**config.mk**
```make
export PLATFORM = sky130hd
export DESIGN_NAME = div_n_detector
export DESIGN_NICKNAME = d
export VERILOG_FILES = /design/src/rtl/div_n_detector.sv
export SDC_FILE = /design/constraint.sdc
export NUM_CORES = 1
export LEC_CHECK = 0
export ABC_AREA = 1
export ABC_CLOCK_PERIOD_IN_PS = 2500
export CORE_MARGIN = 2
export CORE_UTILIZATION = 50
export CTS_BUF_LIST = sky130_fd_sc_hd__clkbuf_8
export CTS_CLUSTER_SIZE = 24
export DETAILED_ROUTE_END_ITERATION = 8
export GPL_ROUTABILITY_DRIVEN = 0
export PLACE_DENSITY = 0.77
export SLEW_MARGIN = 20
export SYNTH_ARGS = -nofsm -noshare
export SYNTH_HDL_FRONTEND = slang
export SYNTH_SLANG_ARGS = --single-unit
```
**constraint.sdc**
```tcl
create_clock -name clk -period 2.5 [get_ports clk]
set_input_delay 0.5 -clock clk [delete_from_list [all_inputs] [get_ports clk]]
set_output_delay 0.5 -clock clk [all_outputs]
set_load 0.005 [all_outputs]
```
**src/rtl/div_n_detector.sv**
```systemverilog
// ---------------------------------------------------------------------------
// div_n_detector
//
// Purpose:
//   Watches a stream of digits, most significant digit first. Each accepted
//   beat appends IN_WIDTH bits to a running number
//   n_next = n * 2^IN_WIDTH + in_data. The block flags when that number is
//   nonzero and divisible by DIVISOR. Only n mod DIVISOR is stored, so the
//   stream can be as long as you like.
//
// Parameters:
//   DIVISOR   - divisor N, 2..255
//   IN_WIDTH  - bits per accepted beat, 1..8
//   CNT_WIDTH - width of the saturating beat counter
//
// Ports:
//   clk          - single clock; all state updates on its rising edge
//   rst_n        - synchronous, active-low reset; overrides clear and in_valid
//   in_valid     - in_data is consumed this cycle (there is no backpressure)
//   in_data      - next digit; in_data[IN_WIDTH-1] is its most significant bit
//   clear        - synchronous restart of the running number
//   div_n        - running number is nonzero and divisible by DIVISOR
//   remainder    - running number mod DIVISOR
//   nonzero_seen - a nonzero digit has been accepted since reset or clear
//   beat_count   - beats accepted since reset or clear, saturating
// ---------------------------------------------------------------------------
module div_n_detector #(
  parameter int DIVISOR   = 5,
  parameter int IN_WIDTH  = 1,
  parameter int CNT_WIDTH = 16,
  localparam int REM_WIDTH = $clog2(DIVISOR)
) (
  input  logic                 clk,
  input  logic                 rst_n,
  input  logic                 in_valid,
  input  logic [IN_WIDTH-1:0]  in_data,
  input  logic                 clear,
  output logic                 div_n,
  output logic [REM_WIDTH-1:0] remainder,
  output logic                 nonzero_seen,
  output logic [CNT_WIDTH-1:0] beat_count
);

  // Working width for the remainder update. It is wide enough for
  // rem * 2^IN_WIDTH + in_data, so nothing is truncated before the
  // reduction.
  localparam int STAGE_WIDTH = REM_WIDTH + IN_WIDTH;

  localparam logic [STAGE_WIDTH-1:0] DIV_CONST = STAGE_WIDTH'(DIVISOR);
  localparam logic [CNT_WIDTH-1:0]   CNT_MAX   = '1;

  // IDLE: only zero digits so far (or none). TRACKING: a nonzero digit was seen.
  typedef enum logic {
    IDLE     = 1'b0,
    TRACKING = 1'b1
  } phase_t;

  phase_t                 phase_reg,  phase_next;
  logic [REM_WIDTH-1:0]   rem_reg,    rem_next;
  logic [CNT_WIDTH-1:0]   cnt_reg,    cnt_next;
  logic                   div_reg,    div_next;

  // Starting state for this cycle's update. Clear behaves as if the old
  // number had never existed. A beat in the same cycle as clear therefore
  // becomes the first digit of a new number.
  logic [REM_WIDTH-1:0]   base_rem;
  phase_t                 base_phase;
  logic [CNT_WIDTH-1:0]   base_cnt;

  assign base_rem   = clear ? '0   : rem_reg;
  assign base_phase = clear ? IDLE : phase_reg;
  assign base_cnt   = clear ? '0   : cnt_reg;

  // -------------------------------------------------------------------------
  // Remainder update, one digit bit per stage.
  // Each stage does r = 2r + b and subtracts DIVISOR once if needed. The
  // incoming r is always below DIVISOR, so 2r + b <= 2*DIVISOR - 1. One
  // conditional subtract therefore brings it back to 0..DIVISOR-1. The chain
  // is IN_WIDTH compare/subtract steps long and fits in one cycle. It needs
  // no multiplier or divider and behaves the same for power-of-two divisors.
  // -------------------------------------------------------------------------
  logic [STAGE_WIDTH-1:0] stage [IN_WIDTH+1];

  assign stage[0] = STAGE_WIDTH'(base_rem);

  generate
    for (genvar gi = 0; gi < IN_WIDTH; gi++) begin : g_rem_stage
      logic [STAGE_WIDTH-1:0] shifted;

      // The digit is MSB-first, so stage gi takes bit IN_WIDTH-1-gi.
      assign shifted = (stage[gi] << 1) | STAGE_WIDTH'(in_data[IN_WIDTH-1-gi]);
      assign stage[gi+1] = (shifted >= DIV_CONST) ? (shifted - DIV_CONST) : shifted;
    end
  endgenerate

  logic [REM_WIDTH-1:0] rem_step;

  // The final stage is already below DIVISOR, so it fits in REM_WIDTH bits.
  assign rem_step = REM_WIDTH'(stage[IN_WIDTH]);

  // -------------------------------------------------------------------------
  // Next-state logic
  // -------------------------------------------------------------------------
  always_comb begin
    rem_next   = base_rem;
    phase_next = base_phase;
    cnt_next   = base_cnt;

    if (in_valid) begin
      rem_next = rem_step;
      if (in_data != '0) begin
        phase_next = TRACKING;
      end
      // Counter saturation leaves the remainder path alone.
      if (base_cnt != CNT_MAX) begin
        cnt_next = base_cnt + 1'b1;
      end
    end

    // div_n is registered. It is computed from the same next-state values
    // that the registers load, so it always matches remainder and nonzero_seen.
    div_next = (rem_next == '0) && (phase_next == TRACKING);
  end

  // -------------------------------------------------------------------------
  // State registers
  // -------------------------------------------------------------------------
  always_ff @(posedge clk) begin
    if (!rst_n) begin
      phase_reg <= IDLE;
      rem_reg   <= '0;
      cnt_reg   <= '0;
      div_reg   <= 1'b0;
    end else begin
      phase_reg <= phase_next;
      rem_reg   <= rem_next;
      cnt_reg   <= cnt_next;
      div_reg   <= div_next;
    end
  end

  assign div_n        = div_reg;
  assign remainder    = rem_reg;
  assign nonzero_seen = (phase_reg == TRACKING);
  assign beat_count   = cnt_reg;

endmodule

```
; After elaboration in Yosys (flattened, before gate mapping)
; Index checks and enable logic that the tools add are counted.
[totals]
reg_bits = 21
in_bits = 5
output_inout_bits = 21
wordCells = 20
[classes]
n_addsub = 2
magnitude_cmp = 1
eq_ne = 1
n_mux = 9
bitwise_logic = 1
reduce_logical = 2
[ops]
columns = operator, n
row1 = $mux W16, 3
row2 = $add A16 B1 Y16 const B, 1
row3 = $ne A16 B16 Y1 const B, 1
row4 = $mux W3, 3
row5 = $ge A4 B3 Y1 const B, 1
row6 = $or A4 B1 Y4, 1
row7 = $logic_not A3 Y1, 1
row8 = $mux W1, 3
row9 = $sub A3 B3 Y3 const B, 1
row10 = $logic_and A1 B1 Y1, 1

; Depth between registers and ports, before layout
[depth]
ltp_word = 7
mapped_depth = 17
mapped_depth_nobuf = 14

; Worst setup path after synthesis
; No wires, ideal clock.
[synth_timing]
path_kind = input -> register
startpoint = input port clear
endpoint = register cnt_reg[13], in the netlist beat_count[13]
setup_time_ps = 114
arrival_ps = 2029
required_ps = 2386
setup_slack_ps = 357
cell_stages = 16
n_path_buf = 3
cell_sequence = buf_6 > clkinv_4 > buf_12 > buf_4 > nand2_1 > inv_1 > ha_1 > nand2_1 > nor2_2 > nand2_1 > nor2_4 > nand3_2 > nand3_1 > nand2_1 > nand2_1 > nor2_2
[synth_between]
elab_chain_cells = 4
word_cells_on_any_way = 5
cone_classes = add/sub (1) / eq/ne (1) / mux (3)
[synth_lines]
columns = element, line_no
row1 = from (decl), 37  ; input logic clear,
row2 = $mux W16 *, 72  ; assign base_cnt = clear ? '0 : cnt_reg;
row3 = $add A16 B1 Y16 / $ne A16 B16 Y1 (equally long branches), "116, 115"
row4 = $mux W16, 115  ; if (base_cnt != CNT_MAX) begin
row5 = $mux W16 *, 109  ; if (in_valid) begin
row6 = to (signal assigned), 137  ; cnt_reg <= cnt_next;
row7 = to (decl), 60  ; logic [CNT_WIDTH-1:0] cnt_reg, cnt_next;
; Mark *: on every way between the ends. The rest lies on a longest branch, timed or not.
; A chain may end at the register's enable or synchronous reset.

; Worst setup path in the final report
; Same ends and word-level chain as after synthesis.

==> impl_metrics.csv <==
group,metric,value,unit
status,status,"complete, no violations",
logic_synthesis,synth.net_count,226,
detailed_routing,routed_wl,3010,um
detailed_routing,top_layer_used,"met4",
finish,fin_nets,256,
clock_network,postCtsSetupBuffers,0,
grt,track_usage,21.1,%
timing,finClkSkew,0.00315,ns
clock_network,ctsLongestPathBuffers,2,
timing,slew_headroom,81.0,%
worst_setup_path,cp-end-kind,"flop",
logic_synthesis,yosysSeqAreaShare,30.4,%
detailed_routing,drtPass1Iterations,4,
power_and_ir_drop,p_seq_share,53.7,%
worst_setup_path,path_cells,"clkdlybuf4s50_1 > clkinv_4 > nand2_1 > inv_1 > ha_1 > nand2_1 > nor2_2 > nand2_1 > nor2_4 > nand3_2 > nand3_1 > nand2_1 > nand2_1 > nor2_2",
worst_setup_path,crit_path_top_delay_cell,"clkdlybuf4s50_1",
worst_setup_path,critical_path_arrival,2.33,ns
floorplanning,rows,19,
timing,min_period_over_period,86.6,%
run,maxCapViolations,0,
logic_synthesis,yosysWarningCount,0,
power_and_ir_drop,power-per-cell-area,374,nW/um2
logic_synthesis,netlist_instances,218,
worst_setup_path,cp_data_required_time,2.66,ns
floorplanning,boundaryPins,26,
power_and_ir_drop,leakage,0.708,nW
grt,grt_overflow,0,
logic_synthesis,synth_edf_count,0,
timing,fin_crit,2.16,ns
logic_synthesis,ys_ff_latch,21,
grt,grt_pass1_wl,5360,um
clock_network,cts_buffers,3,
detailed_routing,drt_iter0_markers,30,
timing,rsz0062_at_grt,"false",
timing,fmax,462,MHz
placement,dp_slack,0.0737,ns
floorplanning,core,2690,um2
placement,port_buffers,25,
floorplanning,initial_utilization,51.5,%
grt,grt_pass1_vias,1285,
power_and_ir_drop,p_sw,0.158,mW
worst_setup_path,ff2ff_path_depth,12,
clock_network,clkSinkCount,21,
power_and_ir_drop,swShare,24.7,%
detailed_routing,avgRoutedWirePerCell,10.8,um
detailed_routing,vias,1390,
power_and_ir_drop,clkPwrFrac,35.0,%
power_and_ir_drop,p_int,0.482,mW
finish,syn_to_final_growth,23.8,%
detailed_routing,ant_nets,0,
worst_hold_path,hold_path_depth,2,
logic_synthesis,synth_cell_types,28,
logic_synthesis,async_reset_ff_share,0,%
timing,drv_slew,0,
timing,worst_slack,0.336,ns
clock_network,h-tree-depth,1,
clock_network,cts_hold_buffers,0,
worst_setup_path,crit_top_cell,"nand2_1",
placement,dp_hpwl,2300,um
clock_network,cts_root_buf,"clkbuf_8",
logic_synthesis,ys.flop_type,"dfxtp_1",
detailed_routing,drc,0,
logic_synthesis,syn_area,1380,um2
clock_network,clock_latency,0.26,ns
clock_network,cts_tree,"yes",
worst_hold_path,hold_path.class,"flop to flop",
detailed_routing,wl_met3,116,um
worst_setup_path,start_kind,"primary input",
grt,grt_max_degree,20,
floorplanning,die_h,56.6,um
floorplanning,die_width,56.6,um
finish,n_fill_cell,260,
power_and_ir_drop,combinationalPowerShare,11.3,%
detailed_routing,viasPerCell,5.00,
worst_setup_path,critical_path_class,"primary input to flop",
floorplanning,die-area,3200,um2
timing,tns,0,ns
detailed_routing,wl_met2,1380,um
timing,worst_slew_pin_slew,0.283,ns
timing,finalSetupViolCount,0,
timing,hold_viol,0,
finish,drive_gt1_share,10.5,%
worst_setup_path,max_stage_delay,0.47,ns
detailed_routing,wl_met1,1470,um
worst_setup_path,cp_max_fo,6,
logic_synthesis,syn_area_per_cell,6.34,um2
clock_network,cts_resized,0,
clock_network,path_clk_slew,0.08,ns
finish,antenna_cells,0,
power_and_ir_drop,irDropWorstVdd,0.316,mV
grt,grt_antenna_before_repair,0,
-- cells by family after synthesis --
logic type | synth area share, %
simple gates | 40.5
buf+inv | 13.8
compound gates | 9.41
flops | 30.4
xor+xnor | 3.17
fa+ha+maj | 2.72
-- stage by stage --
stage,power [mW],utilization [%],std cells,hold WS (ns),cell area (um2)
global route,0.666,63.7,278,0.537,1710
detailed placement,0.424,62.0,274,0.477,1670
floorplan,0.395,-,218,0.474,1380
CTS,0.647,63.7,278,0.493,1710
finish,0.640,63.7,278,0.492,1710
global placement,0.423,62.0,274,0.478,1670
-- layer usage --
layer / track usage (%) / up-vias
li1: - / 740
met1: 26.5 / 618
met3: 3.92 / 5
met5: 0 / -
met4: 8.50 / 0
met2: 35.2 / 27
-- synth_stat cells, drive strengths merged, types with 3 or more instances --
| library cell | instances | area [um2] |
|---|---|---|
| a21oi | 11 | 55.1 |
| buf | 5 | 48.8 |
| dfxtp | 21 | 420 |
| ha | 3 | 37.5 |
| inv | 32 | 120 |
| nand2 | 50 | 188 |
| nand3 | 23 | 135 |
| nor2 | 44 | 198 |
| o21ai | 12 | 60.1 |
| xor2 | 3 | 26.3 |
-- final timing paths --
| path | startpoint | slack (ns) | endpoint |
|---|---|---|---|
| setup / recovery | clear | 0.34 | beat_count[13] |
| hold / removal | nonzero_seen | 0.49 | nonzero_seen |
| setup reg to reg | beat_count[1] | 0.76 | beat_count[13] |
| hold reg to reg | nonzero_seen | 0.49 | nonzero_seen |
-- critical path: cells and delay by family --
family                     cells  cell delay, ns
buffers and inverters          3            0.65
and+or+nand+nor               10            0.99
adders and majority gates      1            0.19
-- cell type report --
cell class	count	area, um2	share of cell area [%]
repair buffers	32	303	17.7
clock buffers	3	41.3	2.41
clock inverters	1	3.75	0.219
multi-input cells	156	772	45.1
well taps	31	38.8	2.27
inverters	34	133	7.75
flip-flops and latches	21	420	24.6
-- power by group through the flow --
stage	Sequential [mW]	Clock, mW	Combinational, mW
4_1_cts	0.343	0.230	0.0730
2_1_floorplan	0.351	0	0.0441
5_1_grt	0.344	0.241	0.0808
3_3_place_gp	0.351	0	0.0716
6_report	0.344	0.224	0.0724
3_5_place_dp	0.351	0	0.0726
-- registers in the layout, summed over array words and instances, names as in the netlist --
| name | count |
|---|---|
| div_n | 1 |
| remainder | 3 |
| beat_count | 16 |
| nonzero_seen | 1 |
-- placed cells by master (no fill, tap or decap) --
master / synthesis / final
nor2_2: 7 / 7
xnor2_1: 2 / 2
or2_2: 1 / 1
nand2_1: 50 / 50
nor3_1: 1 / 1
nand3_2: 4 / 4
nor2_1: 35 / 35
clkinv_1: 1 / 1
clkdlybuf4s50_1: 0 / 25
inv_1: 32 / 33
nor3_2: 1 / 1
o21ai_0: 12 / 12
nor2_4: 2 / 2
buf_4: 1 / 7
a21oi_1: 11 / 11
clkbuf_8: 0 / 3
clkinv_4: 1 / 1
xor2_1: 3 / 3
a22oi_1: 1 / 1
and2_1: 1 / 1
ha_1: 3 / 3
nand3_1: 19 / 19
o211ai_1: 1 / 1
nand4_1: 2 / 2
dfxtp_1: 21 / 21
Note: power is estimated with default switching activity, not from simulation.
